--- src/rtl/snn_pkg.sv ---
// rtl/snn_pkg.sv - shared types and saturating arithmetic for the SNN datapath
package snn_pkg;

  localparam int SNN_WIDTH        = 16;
  localparam int SNN_NUM_INPUTS   = 16;
  localparam int SNN_WEIGHT_WIDTH = 8;

  typedef logic signed [SNN_WIDTH-1:0]        current_t;
  typedef logic signed [SNN_WEIGHT_WIDTH-1:0] weight_t;

  typedef enum logic [1:0] {
    ACCUM = 2'd0,
    DRAIN = 2'd1,
    EMIT  = 2'd2
  } syn_state_e;

  // Signed add clamped to the current_t range; clip reports that clamping happened.
  function automatic current_t sat_add(input current_t a, input current_t b, output logic clip);
    logic signed [SNN_WIDTH:0] sum;
    current_t                  result;
    sum = {a[SNN_WIDTH-1], a} + {b[SNN_WIDTH-1], b};
    if (sum[SNN_WIDTH] != sum[SNN_WIDTH-1]) begin
      clip   = 1'b1;
      result = sum[SNN_WIDTH] ? {1'b1, {(SNN_WIDTH-1){1'b0}}} : {1'b0, {(SNN_WIDTH-1){1'b1}}};
    end else begin
      clip   = 1'b0;
      result = sum[SNN_WIDTH-1:0];
    end
    return result;
  endfunction

endpackage

--- src/rtl/synapse_integrator_if.sv ---
// rtl/synapse_integrator_if.sv - spike, weight-write and current-pulse signal bundle
interface synapse_integrator_if #(
  parameter int WIDTH        = 16,
  parameter int ADDR_WIDTH   = 4,
  parameter int WEIGHT_WIDTH = 8
);

  logic                           spike_valid;
  logic [ADDR_WIDTH-1:0]          spike_addr;
  logic                           spike_ready;
  logic                           wt_wr_en;
  logic [ADDR_WIDTH-1:0]          wt_wr_addr;
  logic signed [WEIGHT_WIDTH-1:0] wt_wr_data;
  logic                           timestep_tick;
  logic signed [WIDTH-1:0]        input_current;
  logic                           current_valid;
  logic                           sat_flag;
  logic                           tick_overrun;

  modport master (
    output spike_valid, spike_addr, wt_wr_en, wt_wr_addr, wt_wr_data, timestep_tick,
    input  spike_ready, input_current, current_valid, sat_flag, tick_overrun
  );

  modport slave (
    input  spike_valid, spike_addr, wt_wr_en, wt_wr_addr, wt_wr_data, timestep_tick,
    output spike_ready, input_current, current_valid, sat_flag, tick_overrun
  );

endinterface

--- src/rtl/synapse_weight_ram.sv ---
// rtl/synapse_weight_ram.sv - per-synapse weight store, sync read, read-before-write
module synapse_weight_ram #(
  parameter int NUM_INPUTS   = 16,
  parameter int WEIGHT_WIDTH = 8,
  parameter int ADDR_WIDTH   = 4
) (
  input  logic                           clk,
  input  logic                           rst_n,
  input  logic                           rd_en,
  input  logic [ADDR_WIDTH-1:0]          rd_addr,
  output logic signed [WEIGHT_WIDTH-1:0] rd_data,
  input  logic                           wr_en,
  input  logic [ADDR_WIDTH-1:0]          wr_addr,
  input  logic signed [WEIGHT_WIDTH-1:0] wr_data
);

  logic signed [WEIGHT_WIDTH-1:0] mem [NUM_INPUTS];

  // Registered read sees the pre-write contents; out-of-range addresses read 0 and drop writes.
  always_ff @(posedge clk or negedge rst_n) begin
    if (!rst_n) begin
      for (int i = 0; i < NUM_INPUTS; i++) begin
        mem[i] <= '0;
      end
      rd_data <= '0;
    end else begin
      if (rd_en) begin
        rd_data <= (32'(rd_addr) < NUM_INPUTS) ? mem[rd_addr] : '0;
      end
      if (wr_en && (32'(wr_addr) < NUM_INPUTS)) begin
        mem[wr_addr] <= wr_data;
      end
    end
  end

endmodule

--- src/rtl/synapse_integrator.sv ---
// rtl/synapse_integrator.sv - accumulates weighted spikes per timestep for lif_neuron
module synapse_integrator
  import snn_pkg::*;
#(
  parameter int WIDTH        = SNN_WIDTH,
  parameter int NUM_INPUTS   = SNN_NUM_INPUTS,
  parameter int WEIGHT_WIDTH = SNN_WEIGHT_WIDTH
) (
  input logic                 clk,
  input logic                 rst_n,
  synapse_integrator_if.slave bus
);

  localparam int ADDR_WIDTH = $clog2(NUM_INPUTS);

  syn_state_e                     state;
  logic signed [WIDTH-1:0]        acc;
  logic                           sat_pending;
  logic                           rd_valid;
  logic signed [WEIGHT_WIDTH-1:0] rd_data;
  logic                           spike_accept;
  logic signed [WIDTH-1:0]        w_ext;
  logic signed [WIDTH-1:0]        add_sum;
  logic                           add_clip;
  logic signed [WIDTH-1:0]        current_q;
  logic                           valid_q;
  logic                           sat_q;
  logic                           overrun_q;

  // Spikes are only taken while accumulating and never in the cycle the timestep closes.
  assign bus.spike_ready = (state == ACCUM) && !bus.timestep_tick;
  assign spike_accept    = bus.spike_valid && bus.spike_ready;

  assign bus.input_current = current_q;
  assign bus.current_valid = valid_q;
  assign bus.sat_flag      = sat_q;
  assign bus.tick_overrun  = overrun_q;

  synapse_weight_ram #(
    .NUM_INPUTS   (NUM_INPUTS),
    .WEIGHT_WIDTH (WEIGHT_WIDTH),
    .ADDR_WIDTH   (ADDR_WIDTH)
  ) u_weight_ram (
    .clk     (clk),
    .rst_n   (rst_n),
    .rd_en   (spike_accept),
    .rd_addr (bus.spike_addr),
    .rd_data (rd_data),
    .wr_en   (bus.wt_wr_en),
    .wr_addr (bus.wt_wr_addr),
    .wr_data (bus.wt_wr_data)
  );

  // Second pipeline stage: sign-extend the looked-up weight and add it with saturation.
  always_comb begin
    w_ext    = WIDTH'(rd_data);
    add_clip = 1'b0;
    add_sum  = sat_add(acc, w_ext, add_clip);
  end

  // Marks that rd_data holds a weight that still has to be added.
  always_ff @(posedge clk or negedge rst_n) begin
    if (!rst_n) begin
      rd_valid <= 1'b0;
    end else begin
      rd_valid <= spike_accept;
    end
  end

  // Timestep FSM: accumulate, let the last add land, then emit a one-cycle current pulse.
  always_ff @(posedge clk or negedge rst_n) begin
    if (!rst_n) begin
      state       <= ACCUM;
      acc         <= '0;
      sat_pending <= 1'b0;
      current_q   <= '0;
      valid_q     <= 1'b0;
      sat_q       <= 1'b0;
      overrun_q   <= 1'b0;
    end else begin
      current_q <= '0;
      valid_q   <= 1'b0;
      sat_q     <= 1'b0;
      if (bus.timestep_tick && (state != ACCUM)) begin
        overrun_q <= 1'b1;
      end
      case (state)
        ACCUM, DRAIN: begin
          if (rd_valid) begin
            acc <= add_sum;
            if (add_clip) begin
              sat_pending <= 1'b1;
            end
          end
          if (state == DRAIN) begin
            state <= EMIT;
          end else if (bus.timestep_tick) begin
            state <= DRAIN;
          end
        end
        EMIT: begin
          current_q   <= acc;
          sat_q       <= sat_pending;
          valid_q     <= 1'b1;
          acc         <= '0;
          sat_pending <= 1'b0;
          state       <= ACCUM;
        end
        default: state <= ACCUM;
      endcase
    end
  end

endmodule

--- src/flat_wrapper.sv ---
// flat-port wrapper written by rule: the top's interface ports become plain ports
module synapse_integrator_flat import snn_pkg::*;
#(
  parameter int WIDTH        = SNN_WIDTH,
  parameter int NUM_INPUTS   = SNN_NUM_INPUTS,
  parameter int WEIGHT_WIDTH = SNN_WEIGHT_WIDTH
)
  (clk, rst_n, bus_spike_valid, bus_spike_addr, bus_wt_wr_en, bus_wt_wr_addr, bus_wt_wr_data, bus_timestep_tick, bus_spike_ready, bus_input_current, bus_current_valid, bus_sat_flag, bus_tick_overrun);
  synapse_integrator_if #(.WIDTH(WIDTH), .ADDR_WIDTH(4), .WEIGHT_WIDTH(WEIGHT_WIDTH)) bus_i ();
  input logic clk;
  input logic rst_n;
  input wire logic [$bits(bus_i.spike_valid)-1:0] bus_spike_valid;
  input wire logic [$bits(bus_i.spike_addr)-1:0] bus_spike_addr;
  input wire logic [$bits(bus_i.wt_wr_en)-1:0] bus_wt_wr_en;
  input wire logic [$bits(bus_i.wt_wr_addr)-1:0] bus_wt_wr_addr;
  input wire logic [$bits(bus_i.wt_wr_data)-1:0] bus_wt_wr_data;
  input wire logic [$bits(bus_i.timestep_tick)-1:0] bus_timestep_tick;
  output wire logic [$bits(bus_i.spike_ready)-1:0] bus_spike_ready;
  output wire logic [$bits(bus_i.input_current)-1:0] bus_input_current;
  output wire logic [$bits(bus_i.current_valid)-1:0] bus_current_valid;
  output wire logic [$bits(bus_i.sat_flag)-1:0] bus_sat_flag;
  output wire logic [$bits(bus_i.tick_overrun)-1:0] bus_tick_overrun;
  assign bus_i.spike_valid = bus_spike_valid;
  assign bus_i.spike_addr = bus_spike_addr;
  assign bus_i.wt_wr_en = bus_wt_wr_en;
  assign bus_i.wt_wr_addr = bus_wt_wr_addr;
  assign bus_i.wt_wr_data = bus_wt_wr_data;
  assign bus_i.timestep_tick = bus_timestep_tick;
  assign bus_spike_ready = bus_i.spike_ready;
  assign bus_input_current = bus_i.input_current;
  assign bus_current_valid = bus_i.current_valid;
  assign bus_sat_flag = bus_i.sat_flag;
  assign bus_tick_overrun = bus_i.tick_overrun;
  synapse_integrator #(.WIDTH(WIDTH), .NUM_INPUTS(NUM_INPUTS), .WEIGHT_WIDTH(WEIGHT_WIDTH)) u_core (.clk(clk), .rst_n(rst_n), .bus(bus_i));
endmodule
--- config.mk ---
export PLATFORM = sky130hd
export DESIGN_NAME = synapse_integrator_flat
export DESIGN_NICKNAME = d
export VERILOG_FILES = /design/src/rtl/snn_pkg.sv /design/src/rtl/synapse_integrator_if.sv /design/src/rtl/synapse_weight_ram.sv /design/src/rtl/synapse_integrator.sv /design/src/flat_wrapper.sv
export SDC_FILE = /design/constraint.sdc
export NUM_CORES = 1
export LEC_CHECK = 0
export ABC_AREA = 1
export CORE_MARGIN = 5
export CORE_UTILIZATION = 55
export CTS_CLUSTER_DIAMETER = 60
export CTS_CLUSTER_SIZE = 8
export DETAILED_ROUTE_END_ITERATION = 8
export PLACE_DENSITY = 0.78
export SLEW_MARGIN = 10
export SYNTH_ARGS = -nofsm -noshare
export SYNTH_HDL_FRONTEND = slang
export SYNTH_SLANG_ARGS = --single-unit
--- constraint.sdc ---
create_clock -name clk -period 2.15 [get_ports clk]
set_input_delay 0.43 -clock clk [delete_from_list [all_inputs] [get_ports clk]]
set_output_delay 0.43 -clock clk [all_outputs]
set_load 0.005 [all_outputs]
==> run metrics, run 1 <==
status=finished with violations; violated checks=negative setup slack; slowest CP cell=dfrtp_2; Yosys reg bits=175; Die X=between 100 and 150 µm; Crit Path Class=register to register; diodes inserted=0; total grt overflow=0; # fillers=1,184; area of the core=15,300 µm²; die height=135 µm; Peak Freq=roughly 440 MHz; arrival time worst endpoint=between 2000 and 3000 ps; yosys warns=0; Top Ports=between 40 and 50; Slew HR=60.8%; pwr dens=1350 nW/µm²; slowest stage delay, CP=520 ps; final net count=between 1,000 and 1,500; critical path capture point type=register; Post-synth EDFFs=0; delay-heaviest family, CP=simple AND/OR/NAND/NOR gates; mean area per synthesized cell=between 8 and 9 µm²; Pins Over Slew Limit=0; Pleak=0.00494 µW; Reg clk slew, reported paths=approximately 70 ps; Mapped Nets=between 1,000 and 1,500; initial antenna violation count=0; HPWL after DPL=14,200 µm; Worst EP required=roughly 2500 ps; All-Layer GR Usage=24.5%; synthesized area=between 8000 and 9000 µm²; CP max FO=8; predominant post-synthesis flop cell=dfrtp_1; CTS tree=done; first-pass GRT wire length=35,400 µm; starting density of the core=a little under three fifths; DR vias/cell=5.48; WL/cell=16.1 µm; met2 wire length=~10,000 µm; total wire length=approximately 22,000 µm; clk sink count=175; minimum clock period=between 2000 and 2500 ps; cts bufs inserted=17; HP Class=register to register; die area=18,200 µm²; commonest non-fill, non-tap cell in the layout=nand2_1; post-synthesis async set-or-reset flop share=between 90% and 100%; htree depth=4; placed cell area=9500 µm²; largest net degree at the start of global routing=53; share of layout cells above drive strength 1=between 10% and 20%; Worst-Skew Late Latency=440 ps; Core Rows=45; critical-path cell list=buf_8, ha_4, nand2_2, nand2_2, nand2_2, nand2_2, a21oi_4, nand2_2, nand2_2, nand2_2, nand2_4, buf_12, nand3_2, nand2_2, nand2_1; Final period util=105%; Worst setup SP type=register; vias in the first global route=6,952; post-detailed-route count of antenna-violating nets=0; Top Metal Used=met4; worst path bufs/invs=2; via count=roughly 7,300; commonest cells after routing, fill and taps aside=210 x nand2_1, 186 x o21ai_0, 174 x dfrtp_1; Buffers on Ports=40; Hold WS=around 450 ps; RSZ-0062 raised after global routing=true; Max-cap violations=0; met3 wirelength from detailed routing=around 1300 µm; Worst path most repeated cell=nand2_2; root buffer cell=clkbuf_16; Area Growth Syn to Fin=22.3%; Cell variety after synth=34; drt drc=0; first-pass iteration count of the detailed router=6; final setup fails=16; Worst Skew=8.00 ps; worst-case vdd ir drop=0.000970 V; Placer Congestion=approximately 0.9; met1 wire length=9460 µm; Worst-Margin Slew=just under 600 ps; final count of hold timing violations=0; Synth Instances=~1,000; setup slack after layout=-116 ps; Seq/Total Area, Yosys=about half; drt initial violations=about 860; Layout Cell Area excl Fill=approximately 10,000 µm²; clock buffer depth=2
## cell type report
cell class                 instances  area [µm²]  share of cell area, %
clock inverter                    13         161                   1.54
inverter                          85         319                   3.04
tap                              211         264                   2.52
clock buffer                      18         439                   4.18
multi-input combinational        732        3920                   37.4
sequential                       175        4380                   41.7
timing repair buffer             107        1010                   9.63
## per-layer routing
layer  global-route usage [%]  up-vias
met5                        0        -
met2                     39.9      249
li1                         -     3565
met3                     3.58       42
met1                     33.8     3492
met4                     8.60        0
## kinds of logic (layout without fill, tap and decap cells)
| logic type | count (synthesis) | in the layout | share of synthesized area [%] |
|---|---|---|---|
| simple gates | 432 | 432 | 21.3 |
| compound gates | 274 | 274 | 17.7 |
| flops | 175 | 175 | 51.0 |
| buf+inv | 139 | 223 | 6.46 |
| fa+ha+maj | 17 | 17 | 2.57 |
| xor+xnor | 9 | 9 | 0.919 |
## worst paths after layout
| path | endpoint | cells after the start | slack, ps | from |
|---|---|---|---|---|
| setup reg to reg | u_core.acc[13] | 15 | -120 | u_core.u_weight_ram.rd_data[7] |
| hold reg to reg | u_core.state[1] | 1 | 450 | u_core.state[1] |
| setup / recovery | u_core.acc[13] | 15 | -120 | u_core.u_weight_ram.rd_data[7] |
| max in group asynchronous | u_core.acc[11] | 3 | 980 | rst_n |
| hold / removal | u_core.state[1] | 1 | 450 | u_core.state[1] |
| min in group asynchronous | u_core.u_weight_ram.mem[18] | 2 | 500 | rst_n |
## flip-flops by register name, summed over array words and instances (netlist names), 2 cells and up
signal                       count
u_core.acc                      16
u_core.bus.input_current        16
u_core.state                     2
u_core.u_weight_ram.mem        128
u_core.u_weight_ram.rd_data      8
## cells in the mapped netlist (2+ instances only)
cell	n	area, µm²
a21oi_1	37	185
a21oi_2	4	35.0
a21oi_4	2	32.5
and2_1	2	12.5
buf_1	4	15.0
buf_2	8	40.0
buf_6	3	33.8
clkbuf_1	39	146
clkinv_1	2	7.51
dfrtp_1	175	4380
ha_1	16	200
inv_1	79	297
inv_2	4	15.0
nand2_1	242	908
nand2_2	9	56.3
nand2_4	3	33.8
nand3_1	34	170
nand3_2	11	110
nand3b_1	2	15.0
nand4_1	4	25.0
nor2_1	118	443
nor2_2	2	12.5
nor3_1	2	10.0
nor3_2	2	20.0
o211ai_1	32	240
o21a_1	8	60.1
o21ai_0	187	936
o21bai_1	2	15.0
xnor2_1	8	70.1
## what timing repair did
item,CTS,global route
hold buffers,1,0
endpoints found under the hold margin,45,0
cloned,1,0
setup endpoints to repair,16,17
resized for setup,33,38
setup buffers,7,2
pin swaps,10,25
## where the power goes
group	internal (µW)	switching [µW]	leakage, µW	total (µW)
Combinational	2800	3630	0.00244	6430
Sequential	4050	487	0.00220	4540
Clock	1860	1310	0.000297	3160
Total	8710	5420	0.00494	14100
## stage by stage
| step | total power, µW | setup TNS [ps] | setup WS, ps | util [%] | cells |
|---|---|---|---|---|---|
| 6_report | 14100 | -1570 | -116 | 68.8 | 1341 |
| 5_1_grt | 15000 | -2890 | -211 | 68.8 | 1341 |
| 4_1_cts | 13600 | 0 | 0.412 | 68.0 | 1339 |
| 3_5_place_dp | 9620 | -1300 | -115 | 62.2 | 1299 |
| 3_3_place_gp | 9470 | -182 | -38.1 | 62.2 | 1299 |
| 2_1_floorplan | 8090 | 0 | 87.0 | - | 1046 |
No activity file was read; power rests on OpenSTA's default activity.
==> run 2: changes to the inputs <==
CORE_MARGIN = default   (was 5)
==> run 2 against run 1 <==
Against the previous run:
- the flow still finishes with violations (negative setup slack)
- clock-buffer cell count did not move
- sequential cell count unchanged
- sequential power barely moved
- register-to-register slack worse by 160 ps
- total power up 7.6%
- non-clock buffer count is 10 higher
- worst hold slack is essentially flat
- largest power group unchanged
- highest routed layer unchanged
==> run metrics, run 2 (synthesis results as in run 1) <==
status=finished with violations; violated checks=negative setup slack; post-detailed-route count of antenna-violating nets=0; first-pass iteration count of the detailed router=6; area of the core=about 15,000 µm²; DR vias/cell=slightly below 6; vias in the first global route=just over 7,000; share of layout cells above drive strength 1=18.4%; Pins Over Slew Limit=0; final net count=approximately 1,200; critical path capture point type=register; starting density of the core=56.4%; initial antenna violation count=0; final count of hold timing violations=0; Crit Path Class=register to register; total grt overflow=0; Worst setup SP type=register; max reg flops=~130; clk sink count=about 180; Placer Congestion=roughly 0.86; commonest non-fill, non-tap cell in the layout=nand2_1; HP Class=register to register; WL/cell=18.2 µm; total wire length=roughly 24,000 µm; Reg2Reg Setup Slack=-280 ps; Final period util=113%; minimum clock period=roughly 2400 ps; htree depth=4; die height=about 130 µm; pwr dens=~1400 nW/µm²; HPWL after DPL=between 10,000 and 15,000 µm; drt initial violations=roughly 860; cts bufs inserted=17; arrival time worst endpoint=about 2800 ps; min-delay src=u_core.state[1]; Worst Reg2Reg Path Length in Cells=15; Worst-Margin Slew=618 ps; Top Ports=41; largest net degree at the start of global routing=54; root buffer cell=clkbuf_16; Worst-Skew Late Latency=between 400 and 500 ps; Slew HR=58.8%; worst-case vdd ir drop=0.00106 V; Max-cap violations=0; Worst Skew=roughly 9.3 ps; CP max FO=8; All-Layer GR Usage=between 30% and 40%; Pwr Total=between 15,000 and 20,000 µW; first-pass GRT wire length=37,400 µm; Hold EP=u_core.state[1]; Area Growth Syn to Fin=24.6%; Crit Reg-Reg Endpoint=u_core.acc[2]; Reg clk slew, reported paths=around 70 ps; Die X=127 µm; Peak Freq=between 400 and 500 MHz; Pleak=around 0.0050 µW; clock buffer depth=2; drt drc=0; Biggest register=u_core.u_weight_ram.mem; utilization after layout=between 70% and 80%; setup TNS=-3840 ps; CTS tree=done; Hold WS=about 450 ps; final setup fails=16; Placement Setup Slack=-174 ps; Critical R2R Launch=u_core.u_weight_ram.rd_data[7]; Worst EP required=between 2000 and 3000 ps; diodes inserted=0; Core Rows=45; via count=~7,700; Hold Path Stages=1; commonest cells after routing, fill and taps aside=205 x nand2_1, 186 x o21ai_0, 174 x dfrtp_1; RSZ-0062 raised after global routing=true; die area=between 15,000 and 20,000 µm²; setup slack after layout=-279 ps; Buffers on Ports=40
run 2: cell types whose count changed in the layout (fill, tap and decap cells not counted), moves of 3 or more:
cell | before | now
buf_12 | 6 | 11
buf_4 | 55 | 58
bufinv_16 | 3 | 0
clkinv_2 | 4 | 0
clkinv_4 | 1 | 5
nand2_1 | 210 | 205
nand2_2 | 37 | 32
nand2_4 | 6 | 16
nand3_1 | 32 | 29
run 2: how the worst max path moves through the flow:
stage	start	endpoint	slack (ps)	depth (start not counted)
after detailed placement	u_core.u_weight_ram.rd_data[7]	u_core.acc[6]	-170	12
final	u_core.u_weight_ram.rd_data[7]	u_core.acc[2]	-280	15
after floorplan	u_core.u_weight_ram.rd_data[0]	u_core.acc[10]	90	15
after CTS	u_core.u_weight_ram.rd_data[7]	u_core.acc[13]	-10	15
after global routing	u_core.u_weight_ram.rd_data[7]	u_core.acc[2]	-320	15
after global placement	u_core.u_weight_ram.rd_data[7]	u_core.acc[14]	-100	12
run 2: cell type report:
| cell class | instances | area [µm²] |
|---|---|---|
| clock buffer | 18 | 429 |
| clock inverter | 14 | 131 |
| fill | 1080 | 4510 |
| inverter | 85 | 319 |
| multi-input combinational | 733 | 4040 |
| sequential | 175 | 4380 |
| tap | 188 | 235 |
| timing repair buffer | 117 | 1160 |
run 2: power breakdown:
part           switching [µW]  total [µW]  internal (µW)
clock network            1430        2950           1520
registers                 493        4540           4050
logic                    4350        7710           3370
run 2: through the flow:
step / area, µm² / cells
finish: 10700 / 1330
global route: 10700 / 1330
global placement: 9450 / 1271
detailed placement: 9450 / 1271
floorplan: 8580 / 1046
CTS: 10600 / 1327
run 2: routing by layer:
metal | global-route usage (%) | wire length, µm | share of wire, %
met5 | 0 | 0 | 0
met4 | 12.3 | 893 | 3.7
met3 | 5.82 | 1630 | 6.7
met2 | 48.3 | 11400 | 47
met1 | 41.1 | 10300 | 42
run 2: critical path, stage by stage (launching register included):
cell and delay, ps:
dfrtp_2 510, buf_8 190, ha_4 240, nand2_1 60, nand2_1 100, nand2_1 120
nand2_2 90, a21oi_4 220, buf_4 150, nand3_1 100, nand2_2 110, nand2_4 90
buf_12 150, nand3_1 100, nand2_2 50, nand2_1 60
run 2: repair_timing:
item                                    CTS  global route
cloned                                    3             0
resized for setup                        61            33
endpoints found under the setup margin   17            18
hold buffers                              1             0
pin swaps                                26            19
buffers inserted                         20             4
hold endpoints to repair                 50             0
==> run 3: changes to the inputs <==
CAP_MARGIN = 0   (was default)
MAX_ROUTING_LAYER = met4   (was default)
==> run 3 against run 2 <==
Against the previous run:
- the flow still finishes with violations (negative setup slack)
- fmax grew 7.3%
- critical path depth is the same
- clock power is 3% higher
- sequential power hardly changed
- worst setup slack improved by 160 ps
- cell area is 2.7% lower
- first-iteration DRC count shrank 15%
- die area did not move
- cell count is 1.2% lower
- core utilization shrank 1.9 points
==> run metrics, run 3 (synthesis results as in run 1) <==
status=finished with violations; violated checks=negative setup slack; max reg flops=between 100 and 150; RSZ-0062 raised after global routing=true; Worst-Margin Slew=592 ps; post-detailed-route count of antenna-violating nets=0; root buffer cell=clkbuf_16; Worst setup SP type=register; Worst Skew=~9.4 ps; cts bufs inserted=17; worst-case vdd ir drop=0.000798 V; clock buffer depth=2; initial antenna violation count=0; die height=~130 µm; Hold WS=427 ps; Placement Setup Slack=-88.5 ps; slowest stage delay, CP=~500 ps; Crit Path Class=register to register; critical path capture point type=register; Die X=127 µm; die area=~16,000 µm²; drt drc=0; drt initial violations=around 740; pwr dens=1330 nW/µm²; HPWL after DPL=between 10,000 and 15,000 µm; first-pass GRT wire length=about 37,000 µm; setup TNS=-1470 ps; HP Class=register to register; All-Layer GR Usage=30.4%; starting density of the core=between 50% and 60%; Area Growth Syn to Fin=21.2%; WL/cell=17.0 µm; final setup fails=16; DR vias/cell=about 5.7; Pleak=roughly 0.005 µW; total wire length=about 22,000 µm; Slew HR=between 60% and 70%; area of the core=~15,000 µm²; setup slack after layout=-114 ps; commonest non-fill, non-tap cell in the layout=nand2_1; Final period util=105%; final count of hold timing violations=0; Biggest register=u_core.u_weight_ram.mem; Reg clk slew, reported paths=70 ps; clk sink count=around 180; Pins Over Slew Limit=0; Post-Layout Cell Count=1,314; Peak Freq=roughly 440 MHz; slowest CP cell=dfrtp_2; htree depth=4; commonest cells after routing, fill and taps aside=212 x nand2_1, 186 x o21ai_0, 174 x dfrtp_1; share of layout cells above drive strength 1=between 15 and 20%; final net count=around 1,200; CP max FO=6; minimum clock period=around 2300 ps; critical-path cell list=buf_8, buf_6, ha_4, nand2_4, inv_2, nand2_1, nand2_1, a21oi_2, nand2_2, nand2_2, nand2_4, a21oi_4, buf_6, nand2_2, nand2_1; total grt overflow=0; placed insts=roughly 1,300; CTS tree=done; Buffers on Ports=40; Worst EP required=2520 ps; Max-cap violations=0; vias in the first global route=between 7,000 and 8,000; Worst-Skew Late Latency=roughly 440 ps; diodes inserted=0; via count=7,440; Top Ports=41; arrival time worst endpoint=roughly 2600 ps; largest net degree at the start of global routing=60; Placer Congestion=roughly 0.88; Core Rows=45; first-pass iteration count of the detailed router=5
run 3: cell count changes in the layout (fill, tap and decap cells not counted), moves of 4 or more:
cell     before  now
ha_4          9    5
nand2_1     205  212
buf_4        58   48
nand2_4      16    6
buf_12       11    7
run 3: layout make-up:
type / instances / area (µm²)
fillers: 1169 / 4800
repair buffers: 102 / 990
clock inverters: 14 / 149
well taps: 188 / 235
inverters: 85 / 319
flip-flops and latches: 175 / 4380
multi-input cells: 732 / 3880
clock buffers: 18 / 439
run 3: path summary, 6_finish.rpt:
check	startpoint	to	slack, ps	depth (start not counted)
max	u_core.u_weight_ram.rd_data[7]	u_core.acc[2]	-110	15
min	u_core.state[1]	u_core.state[1]	430	1
max reg2reg	u_core.u_weight_ram.rd_data[7]	u_core.acc[2]	-110	15
min reg2reg	u_core.state[1]	u_core.state[1]	430	1
max in group asynchronous	rst_n	u_core.u_weight_ram.mem[97]	910	3
min in group asynchronous	rst_n	u_core.u_weight_ram.mem[92]	540	2
run 3: power by group:
| part | internal (µW) | total (µW) | switching (µW) |
|---|---|---|---|
| clock network | 1670 | 3050 | 1380 |
| logic | 2660 | 6270 | 3620 |
| registers | 4050 | 4520 | 464 |
run 3: what timing repair did:
action	CTS	global route
pin swaps	27	16
setup endpoints to repair	16	17
gates cloned	2	0
hold buffers	1	0
hold endpoints to repair	34	0
gates resized for setup	56	14
buffers inserted	8	0
run 3: per-layer routing:
layer | global-route usage, % | share of wire [%]
met1 | 40.4 | 44
met5 | - | 0
met2 | 47.3 | 48
met4 | 12.0 | 2.8
met3 | 4.64 | 6.1
run 3: critical path: cells and delay by family (launching register included):
kind            cells  cell delay [ps]
compound gates      2              370
flops               1              490
fa+ha+maj           1              250
buf+inv             4              500
simple gates        8              560
run 3: through the flow:
stage	util, %	instance area (µm²)	power (µW)
floorplan	-	8580	8090
global placement	62.1	9440	9350
detailed placement	62.1	9440	9500
CTS	68.1	10400	13600
global route	68.4	10400	14700
finish	68.4	10400	13800
==> RTL change 1 (flow settings as in run 2) <==
`SNN_WEIGHT_WIDTH`: 8 -> 6.
--- a/src/rtl/snn_pkg.sv
+++ b/src/rtl/snn_pkg.sv
@@ -3,7 +3,7 @@
 
   localparam int SNN_WIDTH        = 16;
   localparam int SNN_NUM_INPUTS   = 16;
-  localparam int SNN_WEIGHT_WIDTH = 8;
+  localparam int SNN_WEIGHT_WIDTH = 6;
 
   typedef logic signed [SNN_WIDTH-1:0]        current_t;
   typedef logic signed [SNN_WEIGHT_WIDTH-1:0] weight_t;
Interface: changed (resized bus_wt_wr_data); port bits go from 41 to 39. The function was not compared with the original's and may differ.
==> RTL change 1 against run 2 <==
The flow still finishes with violations (setup timing); synthesized cell count decreased by 22%; cell count decreased by 19%; power decreased by 12%; global-route usage decreased by 0.99 points; synthesized area decreased by 21%; count of clock-buffer cells in the layout increased by 6; design area decreased by 16%; routed wire length decreased by 23%; non-clock buffer count decreased by 2; sequential cell count decreased by 34; first-iteration DRC count decreased by 43%; worst setup slack improved by 160 ps; worst hold slack got worse by 7.4 ps; highest routed layer unchanged.
==> RTL change 1: results (changes against run 2) <==
| Metric | Value |
|---|---|
| Number of global-route vias before repair | 5967 (-17%) |
| Leakage | 4.22 nW (-16%) |
| CTS max path bufs | 2 (unchanged) |
| Final net count | 948 (-19%) |
| Final wirelength | 18500 µm (-23%) |
| Area share of fa/ha/maj cells after synthesis | 0.0325 (+0.00686) |
| First-pass GRT wire length | 28800 µm (-23%) |
| Register name with the most flops | u_core.u_weight_ram.mem |
| Filler cell count | 825 (-24%) |
| Worst reg2reg setup slack | -120 ps (+160 ps) |
| Depth of the worst register-to-register path | 16 (+1) |
| Flip-flop count of the largest register, all copies and words added | 96 (-25%) |
| Final worst clock skew | 9.17 ps (-0.164 ps) |
| Initial antenna violation count | 0 (unchanged) |
| Net count of the mapped netlist | 856 (-21%) |
| CP Launch Point | u_core.u_weight_ram.rd_data[5]$_DFFE_PN0P_ |
| Post-Route Hold Slack | 445 ps (-7.44 ps) |
| Pin count of the biggest net entering global routing | 52 (-3.7%) |
| Slew at the pin closest to its max-slew limit | 550 ps (-67.6 ps) |
| Setup violators final | 16 (unchanged) |
| Number of buffers created by CTS | 17 (unchanged) |
| Number of design-rule violations left by the first detailed-router iteration | 490 (-43%) |
| Setup slack of the critical path after layout | -123 ps (+155 ps) |
| Detailed-placement wirelength estimate | 11100 µm (-24%) |
| Placed cells | 1027 (-19%) |
| Top fanout value on the critical path | 7 (-1) |
| Hold path startpoint | u_core.state[1]$_DFFE_PN0P_ |
| Footprint of the flip-flops and latches | 0.00353 mm² (-19%) |
| Largest cells by area after synthesis | sky130_fd_sc_hd__dfrtp_1, sky130_fd_sc_hd__nand2_1, sky130_fd_sc_hd__o21ai_0 |
| Via/cell ratio | 5.72 (-1.6%) |
| Most numerous cell types in the synthesized netlist | sky130_fd_sc_hd__nand2_1, sky130_fd_sc_hd__dfrtp_1, sky130_fd_sc_hd__o21ai_0 |
| Share of final-layout standard cells stronger than drive strength 1 | 0.209 (+0.0248) |
| Result of the run | finished with violations |
| Antenna diodes | 0 (unchanged) |
| Violated checks | setup timing |
| GPL Wtd Cong | 0.945 (+9.6%) |
| Synth Area per Inst | 8.26 µm² (+0.66%) |
| Data arrival time at the worst-slack endpoint | 2590 ps (-210 ps) |
| Worst slack after detailed placement | -359 ps (-186 ps) |
| Total number of vias | 6127 (-21%) |
| Area fraction in compound gates after synthesis | 0.175 (-0.00170) |
| Detailed-router iteration count before antenna repair | 5 (-1) |
| Critical Path Sink | u_core.acc[13]$_DFFE_PN0P_ |
| Setup total negative slack | -1550 ps (+2300 ps) |
| Number of buffer cells added on primary ports | 38 (-5.0%) |
| Max IR drop VDD | 0.712 mV (-33%) |
| Synthesized-area fraction occupied by xor and xnor cells | 0.0168 (+0.00763) |
| Area post-placement | 0.00772 mm² (-18%) |
| Global-route usage over all layers | 0.294 (-0.00988) |
| Distinct cell type count of the synthesized netlist | 32 (-5.9%) |
| Part of the Yosys area used for sequential elements | 0.521 (+0.0107) |
## RTL change 1: changes by cell type after synthesis, moves of 8 or more
cell                              run 2  this run
sky130_fd_sc_hd__nand3_2             11         0
sky130_fd_sc_hd__inv_1               79        59
sky130_fd_sc_hd__o21ai_1              0        10
sky130_fd_sc_hd__nor2_1             118       102
sky130_fd_sc_hd__o21ai_0            187       130
sky130_fd_sc_hd__o221ai_1             0        14
sky130_fd_sc_hd__o211ai_1            32        10
sky130_fd_sc_hd__nand3_1             34        22
sky130_fd_sc_hd__dfrtp_1            175       141
sky130_fd_sc_hd__nand2_1            242       192
sky130_fd_sc_hd__o22ai_1              1         9
sky130_fd_sc_hd__xor2_1               1         9
sky130_fd_sc_hd__a21oi_1             37        27
## RTL change 1: per-layer routing
metal  GRT usage  vias to the layer above  share of wire
li1            -                     2893              -
met2       0.491                      227           0.51
met1       0.364                     2950           0.41
met5           0                        -              0
met3      0.0605                       57          0.046
met4       0.150                        0          0.039
## RTL change 1: cell families (layout without fill, tap and decap cells)
family | count (synthesis) | count (layout)
simple gates | 332 | 333
compound gates | 213 | 213
flops | 141 | 141
buf+inv | 104 | 208
fa+ha+maj | 17 | 17
xor+xnor | 13 | 13
## RTL change 1: where the power goes
group / total, mW / switching (mW) / internal, mW / leakage (nW)
clock: 3.17 / 1.13 / 2.04 / 0.311
combinational: 6.48 / 3.59 / 2.88 / 2.12
sequential: 3.67 / 0.400 / 3.27 / 1.79
total: 13.3 / 5.12 / 8.19 / 4.22
## RTL change 1: critical path, stage by stage (launching register included)
cell and delay, ps:
sky130_fd_sc_hd__dfrtp_2 440, sky130_fd_sc_hd__buf_12 160, sky130_fd_sc_hd__ha_4 240, sky130_fd_sc_hd__nand2_1 70, sky130_fd_sc_hd__nand2_1 90, sky130_fd_sc_hd__a21oi_2 180, sky130_fd_sc_hd__nand2_2 110, sky130_fd_sc_hd__nand2_4 110
sky130_fd_sc_hd__nand2_4 70, sky130_fd_sc_hd__nand2_1 100, sky130_fd_sc_hd__nand2_2 80, sky130_fd_sc_hd__nand2_4 140, sky130_fd_sc_hd__nand2_8 100, sky130_fd_sc_hd__inv_2 90, sky130_fd_sc_hd__nand2_1 70, sky130_fd_sc_hd__nand2_1 60
sky130_fd_sc_hd__nand2_1 50
## RTL change 1: area by class of cell
type | count | area share
multi-input cells | 576 | 0.367
repair buffers | 115 | 0.121
clock buffers | 24 | 0.0582
clock inverters | 8 | 0.0141
flip-flops and latches | 141 | 0.394
inverters | 61 | 0.0255
well taps | 147 | 0.0205
## RTL change 1: what timing repair did
action                                  4_1_cts  5_1_grt
hold buffers                                  1        0
gates cloned                                  1        0
setup buffers                                 6        5
hold endpoints to repair                     47        0
endpoints found under the setup margin       17       17
pin swaps                                    18       41
resized for setup                            53       60
==> RTL change 2 (config.mk and constraints of run 2) <==
Made on the original files. Make the reset (`rst_n`) synchronous in 3 clocked blocks.
--- a/src/rtl/synapse_weight_ram.sv
+++ b/src/rtl/synapse_weight_ram.sv
@@ -17,7 +17,7 @@
   logic signed [WEIGHT_WIDTH-1:0] mem [NUM_INPUTS];
 
   // Registered read sees the pre-write contents; out-of-range addresses read 0 and drop writes.
-  always_ff @(posedge clk or negedge rst_n) begin
+  always_ff @(posedge clk) begin
     if (!rst_n) begin
       for (int i = 0; i < NUM_INPUTS; i++) begin
         mem[i] <= '0;
--- a/src/rtl/synapse_integrator.sv
+++ b/src/rtl/synapse_integrator.sv
@@ -59,7 +59,7 @@
   end
 
   // Marks that rd_data holds a weight that still has to be added.
-  always_ff @(posedge clk or negedge rst_n) begin
+  always_ff @(posedge clk) begin
     if (!rst_n) begin
       rd_valid <= 1'b0;
     end else begin
@@ -68,7 +68,7 @@
   end
 
   // Timestep FSM: accumulate, let the last add land, then emit a one-cycle current pulse.
-  always_ff @(posedge clk or negedge rst_n) begin
+  always_ff @(posedge clk) begin
     if (!rst_n) begin
       state       <= ACCUM;
       acc         <= '0;
Behaviour: differs if rst_n is asserted again (counterexample within 4 cycles, from zero or initial values and one cycle with rst_n low); with rst_n held inactive, the same outputs for 4 cycles.
==> RTL change 2 against run 2 <==
The run ends with DRC, setup timing left; cell count down 9.8%; sequential cell count is the same; synthesized area shrank 2.3%; routed wire length down 11%; global-route usage decreased by 4.1 points; critical endpoint is now u_core.acc[11]$_SDFFE_PN0P_; design area is 2.0% lower; worst setup slack better by 200 ps; sequential share of layout area is 4.8 points higher.
Power is not compared: it rests on default switching activity, and its combinational part moved more than twofold at a synthesized area within 25%.
==> RTL change 2: results (changes against run 2) <==
| Metric | Value |
|---|---|
| Result of the run | finished with violations |
| Violated checks | DRC, setup timing |
| Number of global-route vias before repair | 6351 (-12%) |
| Depth of the worst register-to-register path | 13 (-2) |
| Final worst clock skew | 12.0 ps (+2.65 ps) |
| Non-clock buffer instance count of the final layout | 115 (-1.7%) |
| Flip-flop cell with the highest count after synthesis | sky130_fd_sc_hd__edfxtp_1 |
| Number of remaining DRC errors | 4 (+4) |
| Final wirelength | 21500 µm (-11%) |
| Reg2Reg Launch Point | u_core.u_weight_ram.rd_data[7]$_SDFFE_PN0P_ |
| Global-route usage over all layers | 0.263 (-0.0408) |
| Part of the Yosys area used for sequential elements | 0.571 (+0.0605) |
| Top fanout value on the critical path | 7 (-1) |
| Largest cells by area after synthesis | sky130_fd_sc_hd__edfxtp_1, sky130_fd_sc_hd__dfxtp_1, sky130_fd_sc_hd__nor2_1 |
| Worst r2r dst | u_core.acc[11]$_SDFFE_PN0P_ |
| Final net count | 1042 (-11%) |
| Setup total negative slack | -845 ps (+3000 ps) |
| Flip-flop and latch share of the layout cell area | 0.458 (+0.0478) |
| Filler cell count | 983 (-9.0%) |
| WHS Endpoint | u_core.bus.sat_flag$_SDFF_PN0_ |
| First-pass GRT wire length | 31600 µm (-16%) |
| Net count of the mapped netlist | 948 (-13%) |
| Worst hold path depth | 2 (+1) |
| Detailed-placement wirelength estimate | 13200 µm (-9.4%) |
| Slew HR | 0.629 (+0.0409) |
| Clk_buf instances | 21 (+3) |
| GPL Wtd Cong | 0.933 (+8.2%) |
| Post-synth EDFFs | 128 (+128) |
| Share of async-settable or async-resettable flops after synthesis | 0 (-1.00) |
| Hold path startpoint | u_core.sat_pending$_SDFFE_PN0P_ |
| Finished Cell Area | 0.0105 mm² (-2.0%) |
| Setup slack of the critical path after layout | -75.9 ps (+203 ps) |
| Synth Area per Inst | 9.21 µm² (+12%) |
| Flip-flop and latch count | 175 (unchanged) |
| Pin count of the biggest net entering global routing | 65 (+20%) |
| Detailed-router iteration count before antenna repair | 9 (+3) |
| Clk cell area share | 0.0551 (+0.00264) |
| Delay of the slowest cell on the worst path | 360 ps (-150 ps) |
| Setup violators final | 15 (-1) |
==> RTL change 2: cell types whose count changed in the layout (fill, tap and decap cells not counted), sizes merged, moves of 11 or more <==
cell,before,now
nor2,120,220
edfxtp,0,128
o21ai,187,53
nand3,45,29
mux2i,0,20
dfxtp,0,47
nand2,255,163
dfrtp,175,0
o22ai,1,12
==> RTL change 2: kinds of logic after synthesis <==
group / count (synthesis) / synth area share
and+or+nand+nor: 429 / 0.208
DFF: 175 / 0.571
AOI/OAI and AO/OA: 136 / 0.103
buffers and inverters: 124 / 0.0584
muxes: 20 / 0.0239
adders and majority gates: 17 / 0.0263
xor gates and xnor gates: 9 / 0.00941
==> RTL change 2: power by group through the flow <==
stage          Sequential, mW  Combinational [mW]  Clock [mW]
6_report                 3.85               0.921        3.09
3_5_place_dp             3.91               0.798           0
4_1_cts                  3.84               0.819        3.07
2_1_floorplan            3.89               0.497           0
5_1_grt                  3.86               0.990        3.22
3_3_place_gp             3.91               0.781           0
==> RTL change 2: through the flow <==
step / cells / setup slack (ps)
2_1_floorplan: 910 / 51.8
3_3_place_gp: 1157 / -53.5
4_1_cts: 1188 / 5.33
3_5_place_dp: 1157 / -56.2
5_1_grt: 1200 / -133
6_report: 1200 / -75.9
==> RTL change 2: critical path: cells and delay by family, from the launching register on <==
family          cells  cell delay (ps)
fa+ha+maj           1              310
flops               1              360
buf+inv             3              440
compound gates      2              330
simple gates        7              720
==> RTL change 2: routing by layer <==
layer	vias up	global-route usage	wire (µm)
met1	3268	0.327	8430
met3	68	0.0612	1710
met4	0	0.107	714
li1	3233	-	-
met2	382	0.442	10600
met5	-	0	0
==> RTL change 2: timing repair <==
item / in CTS / in global routing
gates resized for setup: 7 / 61
endpoints found under the setup margin: 16 / 17
setup buffers: 0 / 9
gates cloned: 0 / 3
pin swaps: 0 / 26
